## config.mk

```make
export PLATFORM = sky130hd
export DESIGN_NAME = change_dispense_ctrl
export DESIGN_NICKNAME = d
export VERILOG_FILES = /design/src/rtl/change_dispense_ctrl.sv
export SDC_FILE = /design/constraint.sdc
export NUM_CORES = 1
export LEC_CHECK = 0
export CAP_MARGIN = 20
export CORE_UTILIZATION = 55
export CTS_CLUSTER_DIAMETER = 60
export DETAILED_ROUTE_END_ITERATION = 7
export GPL_ROUTABILITY_DRIVEN = 0
export PLACE_DENSITY_LB_ADDON = 0.15
export SLEW_MARGIN = 20
export SYNTH_ARGS = -nofsm -noshare
export SYNTH_HDL_FRONTEND = slang
export SYNTH_HIERARCHICAL = 1
export SYNTH_SLANG_ARGS = --single-unit
```

## constraint.sdc

```tcl
create_clock -name clock -period 7.98 [get_ports clock]
set_input_delay 1.596 -clock clock [delete_from_list [all_inputs] [get_ports clock]]
set_output_delay 1.596 -clock clock [all_outputs]
set_load 0.02 [all_outputs]
```

## src/rtl/change_dispense_ctrl.sv

```systemverilog
// Coin-return sequencer: greedily ejects quarters, dimes and nickels over a 4-phase
// req/ack handshake and keeps a saturating per-coin hopper inventory.

module coin_counter #(
    parameter int CNT_W = 8,
    parameter int INIT  = 4
) (
    input  logic             clock,
    input  logic             reset_n,
    input  logic             inc,
    input  logic             dec,
    output logic [CNT_W-1:0] cnt
);
    localparam logic [CNT_W-1:0] CNT_MAX = '1;

    // Deposit and eject of the same coin on one edge cancel out.
    always_ff @(posedge clock or negedge reset_n) begin
        if (!reset_n) begin
            cnt <= CNT_W'(INIT);
        end else if (inc && !dec) begin
            if (cnt != CNT_MAX) cnt <= cnt + 1'b1;
        end else if (dec && !inc) begin
            cnt <= cnt - 1'b1;
        end
    end
endmodule

module change_dispense_ctrl #(
    parameter int CENTS_W     = 16,
    parameter int CNT_W       = 8,
    parameter int ACK_TIMEOUT = 1000000,
    parameter int INIT_Q      = 4,
    parameter int INIT_D      = 4,
    parameter int INIT_N      = 4
) (
    input  logic               clock,
    input  logic               reset_n,
    input  logic               start,
    input  logic [CENTS_W-1:0] change_amt,
    input  logic               dep_nickel,
    input  logic               dep_dime,
    input  logic               dep_quarter,
    input  logic               eject_ack,
    output logic               eject_req,
    output logic [1:0]         eject_sel,
    output logic               busy,
    output logic               done,
    output logic               fault,
    output logic [CENTS_W-1:0] remaining,
    output logic [CNT_W-1:0]   cnt_q,
    output logic [CNT_W-1:0]   cnt_d,
    output logic [CNT_W-1:0]   cnt_n
);
    localparam int TMO_W = (ACK_TIMEOUT > 1) ? $clog2(ACK_TIMEOUT) : 1;
    localparam logic [TMO_W-1:0] TMO_LAST = TMO_W'(ACK_TIMEOUT - 1);

    localparam logic [1:0] SEL_NONE = 2'b00;
    localparam logic [1:0] SEL_N    = 2'b01;
    localparam logic [1:0] SEL_D    = 2'b10;
    localparam logic [1:0] SEL_Q    = 2'b11;

    typedef enum logic [2:0] {
        S_IDLE,
        S_SELECT,
        S_EJECT,
        S_RELEASE,
        S_DONE,
        S_FAULT
    } state_t;

    state_t             state, state_nx;
    logic [1:0]         sel_r, sel_nx;
    logic [TMO_W-1:0]   tmo_r, tmo_nx;
    logic [CENTS_W-1:0] rem_r, rem_nx;
    logic               dec_en;
    logic [CENTS_W-1:0] coin_val;

    // Inventory index: 0 = nickel, 1 = dime, 2 = quarter.
    wire  [2:0][CNT_W-1:0] cnt;
    logic [2:0]            dep;
    logic [2:0]            dec;

    assign dep = {dep_quarter, dep_dime, dep_nickel};
    assign dec = {dec_en && (sel_r == SEL_Q),
                  dec_en && (sel_r == SEL_D),
                  dec_en && (sel_r == SEL_N)};

    always_comb begin
        coin_val = '0;
        case (sel_r)
            SEL_Q:   coin_val = CENTS_W'(25);
            SEL_D:   coin_val = CENTS_W'(10);
            SEL_N:   coin_val = CENTS_W'(5);
            default: coin_val = '0;
        endcase
    end

    always_ff @(posedge clock or negedge reset_n) begin
        if (!reset_n) begin
            state <= S_IDLE;
            sel_r <= SEL_NONE;
            tmo_r <= '0;
            rem_r <= '0;
        end else begin
            state <= state_nx;
            sel_r <= sel_nx;
            tmo_r <= tmo_nx;
            rem_r <= rem_nx;
        end
    end

    always_comb begin
        state_nx = state;
        sel_nx   = sel_r;
        tmo_nx   = tmo_r;
        rem_nx   = rem_r;
        dec_en   = 1'b0;
        case (state)
            S_IDLE: begin
                if (start) begin
                    rem_nx   = change_amt;
                    state_nx = S_SELECT;
                end
            end
            // Greedy pick against the inventory as registered; no backtracking later.
            S_SELECT: begin
                tmo_nx = '0;
                if (rem_r == '0) begin
                    state_nx = S_DONE;
                end else if (rem_r >= CENTS_W'(25) && cnt[2] != '0) begin
                    sel_nx   = SEL_Q;
                    state_nx = S_EJECT;
                end else if (rem_r >= CENTS_W'(10) && cnt[1] != '0) begin
                    sel_nx   = SEL_D;
                    state_nx = S_EJECT;
                end else if (rem_r >= CENTS_W'(5) && cnt[0] != '0) begin
                    sel_nx   = SEL_N;
                    state_nx = S_EJECT;
                end else begin
                    state_nx = S_FAULT;
                end
            end
            S_EJECT: begin
                if (eject_ack) begin
                    rem_nx   = rem_r - coin_val;
                    dec_en   = 1'b1;
                    state_nx = S_RELEASE;
                end else if (tmo_r == TMO_LAST) begin
                    state_nx = S_FAULT;
                end else begin
                    tmo_nx = tmo_r + 1'b1;
                end
            end
            S_RELEASE: begin
                if (!eject_ack) begin
                    tmo_nx   = '0;
                    state_nx = S_SELECT;
                end
            end
            S_DONE: begin
                tmo_nx   = '0;
                state_nx = S_IDLE;
            end
            S_FAULT: begin
                tmo_nx   = '0;
                state_nx = S_IDLE;
            end
            default: begin
                tmo_nx   = '0;
                state_nx = S_IDLE;
            end
        endcase
    end

    for (genvar i = 0; i < 3; i++) begin : g_cnt
        coin_counter #(
            .CNT_W (CNT_W),
            .INIT  ((i == 2) ? INIT_Q : (i == 1) ? INIT_D : INIT_N)
        ) u_cnt (
            .clock   (clock),
            .reset_n (reset_n),
            .inc     (dep[i]),
            .dec     (dec[i]),
            .cnt     (cnt[i])
        );
    end

    // Outputs decode straight from state so an async reset drops eject_req at once.
    assign eject_req = (state == S_EJECT);
    assign eject_sel = (state == S_EJECT || state == S_RELEASE) ? sel_r : SEL_NONE;
    assign busy      = (state != S_IDLE);
    assign done      = (state == S_DONE);
    assign fault     = (state == S_FAULT);
    assign remaining = rem_r;
    assign cnt_q     = cnt[2];
    assign cnt_d     = cnt[1];
    assign cnt_n     = cnt[0];
endmodule
```

[Word-level counts from Yosys, hierarchy flattened]
Cells that the tools add are included.
Word-level totals
  output and inout port bits: 46
  register bits: 65
  word-level logic and storage cells: 110
  bits of input ports: 23
Operators by class
  multiplexer cells: 32
  $lt $le $gt $ge: 3
  equality and inequality tests: 21
  add/sub/neg operators: 8
  bitwise logic cells: 2
  reduce and logical (&&, ||, !) cells: 37
Operator list (count)
  8-bit two-way mux: 9
  20-bit two-way mux: 3
  20-bit one-hot mux with 3 select lines: 1
  16-bit two-way mux: 2
  16-bit one-hot mux with 2 select lines: 1
  8-bit by 1-bit adder with 8-bit output (second input constant): 3
  3-bit two-way mux: 8
  8-bit != test (second input constant): 3
  8-bit nonzero test: 3
  8-bit by 1-bit subtractor with 8-bit output (second input constant): 3
  20-bit by 1-bit adder with 20-bit output (second input constant): 1
  20-bit == test (second input constant): 1
  16-bit by 3-bit greater-or-equal comparator with 1-bit output (second input constant): 1
  16-bit by 4-bit greater-or-equal comparator with 1-bit output (second input constant): 1
  16-bit by 5-bit greater-or-equal comparator with 1-bit output (second input constant): 1
  16-bit zero test: 1
  2-bit != test (second input constant): 8
  16-bit subtractor: 1
  5-bit one-hot mux with 3 select lines: 1
  1-bit logical AND: 12
  3-bit one-hot mux with 4 select lines: 1
  3-bit AND reduction: 3
  2-bit two-way mux: 4
  2-bit nonzero test: 4
  14 further kinds: 27

[Logic depth before layout (Yosys ltp)]
  depth after elaboration: 7
  mapped depth: 15
  depth with buffers taken out: 13

[Modules after synthesis]
Netlist, hierarchy kept.
Modules (own cells, without submodules)
  change_dispense_ctrl: area an instance 2663.8 um^2, cells each 316, seq. area each 1026.0 um^2, times used 1
  coin_counter: area an instance 606.8 um^2, cells each 57, seq. area each 201.4 um^2, times used 3

[Least setup slack after synthesis]
No wires, ideal clock.
  kind: input-to-reg
  start: input eject_ack
  end: register g_cnt[1].u_cnt.cnt[6]
  setup time: 125 ps
  required time: 7855 ps
  path slack: 4447 ps
  path buffers: 0
  arrival time: 3408 ps
  cell stages on the path: 10
  path through: nand2_1 -> nor2_1 -> inv_1 -> nand2_1 -> fa_1 -> a21o_1 -> a311o_1 -> a21oi_2 -> xnor2_1 -> mux2_4
On the way
  word-level cells in the longest chain between the ends: 7
  elaborated cells between the ends (all ways): 10
  classes of those cells: eq/ne: 1; mux: 3; reduce/logical: 6
Ends and longest elaborated chain
  start: declaration: line 43  | input logic eject_ack,
  1-bit two-way mux *: line 144  | if (eject_ack) begin
  1-bit two-way mux *: line 118  | case (state)
  1-bit logical AND *: line 85  | dec_en && (sel_r == SEL_D),
  net dec[1]: line 81  | logic [2:0] dec;
  1-bit zero test: line 20  | end else if (inc && !dec) begin
  1-bit logical AND: line 20
  2-bit != test (no line) / 2-bit nonzero test (equally long branches)
  2-bit AND reduction (no line)
  end signal: assignment: line 19  | cnt <= CNT_W'(INIT);
  end signal: assignment: line 21  | if (cnt != CNT_MAX) cnt <= cnt + 1'b1;
  end signal: assignment: line 23  | cnt <= cnt - 1'b1;
  end: declaration: line 12  | output logic [CNT_W-1:0] cnt
Mark *: on every way through the listed nets, which the timed path passes. The rest lies on a longest branch.
A chain may end at the register's enable or synchronous reset.

[Final worst setup path]
  start: register state[2]
  end: output eject_req
On the way
  word-level cells in the longest chain between the ends: 1
Ends and longest elaborated chain
  start: declaration: line 71  | state_t state, state_nx;
  start signal: assignment: line 105  | state <= state_nx;
  3-bit by 2-bit == test with 1-bit output: line 189  | assign eject_req = (state == S_EJECT);
  end: declaration: line 44  | output logic eject_req,
No other way between the ends.

==> results.md <==
- Worst setup path end: eject_req
- Initial antenna violation count: 0
- Syn Nets: 538
- Max-slew violation count: 0
- WL final: 10.2 mm
- Initial Util: 0.574
- Cell Area, Placed: around 5200 µm²
- Crit-path cells: nor2_1 > nand2_1 > inv_1 > clkdlybuf4s50_1
- Critical Path Max Stage Delay: approximately 860 ps
- Vias per Instance: a little under 6
- Vias in the first global route: 3813
- Cts hold-fix bufs: 0
- Skew final: between 8 and 9 ps
- Post-synth EDFFs: 0
- First-pass GRT wire length: ~18 mm
- CP Max Fanout: 30
- H-tree Lvls: 3
- Kind of critical path: register to output port
- Die Span Y: a little over 90 µm
- Status: finished clean
- Ys async rst share: 1.00
- RSZ-0062 raised after global routing: no
- WL/cell: approximately 15 µm
- Cell count of the worst reg-to-reg path: 13
- DIE AREA: 8520 µm²
- CP startpoint: state[2]
- Via count: 3923
- Die X: 92.3 µm
- FF-to-FF Start: state[2]
- # nets final: roughly 600
- Final period utilization: 0.585
- Total track usage: 0.260
- Worst setup EP type: output port
- Worst Path Buf+Inv: 2
- Port Buf Inserts: between 60 and 70
- Clock period minus worst slack: about 4700 ps
- Syn avg cell area: 9.21 µm²
- Most frequent cells in the layout: clkdlybuf4s50_1, dfrtp_1, nor2_1, a21oi_1, nand2_1
- RR Endpoint: g_cnt[2].u_cnt/cnt[7]
- Final setup viols: 0
- Syn. warnings: 6
- Routed Antenna Nets: 0
- Clock latency at the later pin of the worst-skew pair: 340 ps
- DR pass1 iterations: 4
- CP required: 6380 ps
- Max-Cap Viols: 0
- Final TNS setup: 0 ps
- # diodes: 0
- CTS tree: yes
- Pwr/cell area: between 400 and 500 nW/µm²
- Post-CTS Setup Inserts: 0
- First DRT Iteration DRCs: 206
- Worst-margin pin slew: roughly 900 ps
- Critical path arrival: 3070 ps
- Sink Count: 65
- Root Buffer: clkbuf_8
- Ys flop type: dfrtp_1
- Total gr overflow: 0
- Final instance area: 5410 µm²
- Delay-heaviest family, CP: buffers and inverters
- Worst reg-to-reg setup slack: 3480 ps
- Filler cell count: 623
- Synthesized flop and latch total: 65
- Final hold vios: 0
- Leak: 2.16 nW
- Detailed Place HPWL: 7.40 mm
- CORE AREA: 7810 µm²
- Peak supply drop: 0.000227 V
- Reg clk slew, reported paths: 80 ps
- Hold path cells: 2
- Clock buffer depth: 2
- Seq/Total Area, Yosys: 0.364
- Cts repair resizes: 0
- Yosys cell types: 66
- FP Rows: 32
- Layout area overhead: 20.6%
- CP max stage cell: inv_1
- Crit path launch type: register
- CTS buffer count: 9
- Ports: approximately 70
- # DRC: 0
- Most common cell after layout, fill and taps aside: clkdlybuf4s50_1
- Slew margin rel.: 0.392
- HP Class: register to register
- Largest net degree at the start of global routing: 66
- Mapped cell area: 4480 µm²
- Crit path depth: 4
- Layout cells sized above 1: 0.101
- Gate Count Post-Synth: 487
- Fmax: approximately 210 MHz
==> worst reg2reg max path, cell delays in order (launching register included) <==
cell	delay, ps
dfrtp_1	510
nor2_1	190
nand2_1	420
inv_1	860
nand2_1	320
nor2_1	330
inv_1	120
nand2_1	260
ha_1	340
o211ai_1	200
o21ai_1	140
a31o_2	290
o31a_1	250
a22oi_1	190
==> metal layers <==
| layer | global-route usage | wire, µm |
|---|---|---|
| met4 | 0.0977 | 168 |
| met1 | 0.347 | 4730 |
| met2 | 0.420 | 4820 |
| met5 | 0 | 0 |
| met3 | 0.0468 | 461 |
==> final cells by class <==
cell class / count / area (µm²) / area share
repair buffers: 70 / 691 / 0.128
flip-flops and latches: 65 / 1630 / 0.301
inverters: 13 / 48.8 / 0.00902
multi-input cells: 393 / 2720 / 0.502
clock buffers: 11 / 141 / 0.0261
well taps: 102 / 128 / 0.0236
clock inverters: 5 / 55.1 / 0.0102
==> worst min path at each step <==
stage                                  endpoint                   from  slack, ps
after detailed placement  g_cnt[2].u_cnt/cnt[2]  g_cnt[2].u_cnt/cnt[2]        530
after floorplan                        tmo_r[1]               tmo_r[1]        500
final                     g_cnt[2].u_cnt/cnt[2]  g_cnt[2].u_cnt/cnt[2]        540
after global routing      g_cnt[2].u_cnt/cnt[2]  g_cnt[2].u_cnt/cnt[2]        570
after global placement    g_cnt[0].u_cnt/cnt[2]  g_cnt[0].u_cnt/cnt[2]        520
after CTS                 g_cnt[2].u_cnt/cnt[2]  g_cnt[2].u_cnt/cnt[2]        540
==> kinds of logic (layout without fill, tap and decap cells) <==
family | Yosys count | in the layout | synth area share
buf+inv | 29 | 99 | 0.0315
flops | 65 | 65 | 0.364
compound gates | 150 | 150 | 0.221
xor+xnor | 30 | 30 | 0.0586
fa+ha+maj | 28 | 28 | 0.0848
simple gates | 169 | 169 | 0.199
mux | 16 | 16 | 0.0419
==> registers in the layout, summed over array words and instances (netlist names) <==
name	count
g_cnt.u_cnt/cnt	24
tmo_r	20
remaining	16
state	3
sel_r	2
==> synth_stat cells (6+ instances only) <==
master	number	area, µm²
inv_1	13	48.8
dfrtp_1	62	1550
or3_1	13	81.3
mux2_2	10	113
a21o_1	13	97.6
buf_2	7	35.0
o21a_1	6	45.0
xnor2_1	19	166
nor3_1	13	65.1
nor4_1	7	43.8
ha_1	24	300
nand2_1	33	124
xor2_1	11	96.3
o21ai_0	25	125
a31oi_1	7	43.8
nand4_1	8	50.1
nand3_1	10	50.1
nor2_1	47	176
a21oi_1	46	230
==> metrics by stage <==
stage,cells,power [mW],hold WS (ps),setup slack [ps],utilization
final,659,2.38,537,3320,0.693
after global routing,659,2.57,568,3120,0.693
after CTS,659,2.38,542,3360,0.692
after detailed placement,643,2.09,530,3490,0.667
after global placement,643,2.05,522,3610,0.667
after floorplan,487,1.65,501,4450,-
==> where the power goes <==
part | leakage [nW] | internal [mW] | switching, mW
Clock | 0.0953 | 0.152 | 0.131
Sequential | 0.789 | 0.460 | 0.197
Combinational | 1.28 | 0.680 | 0.759
Total | 2.16 | 1.29 | 1.09
Note: power is estimated with default switching activity, not from simulation.
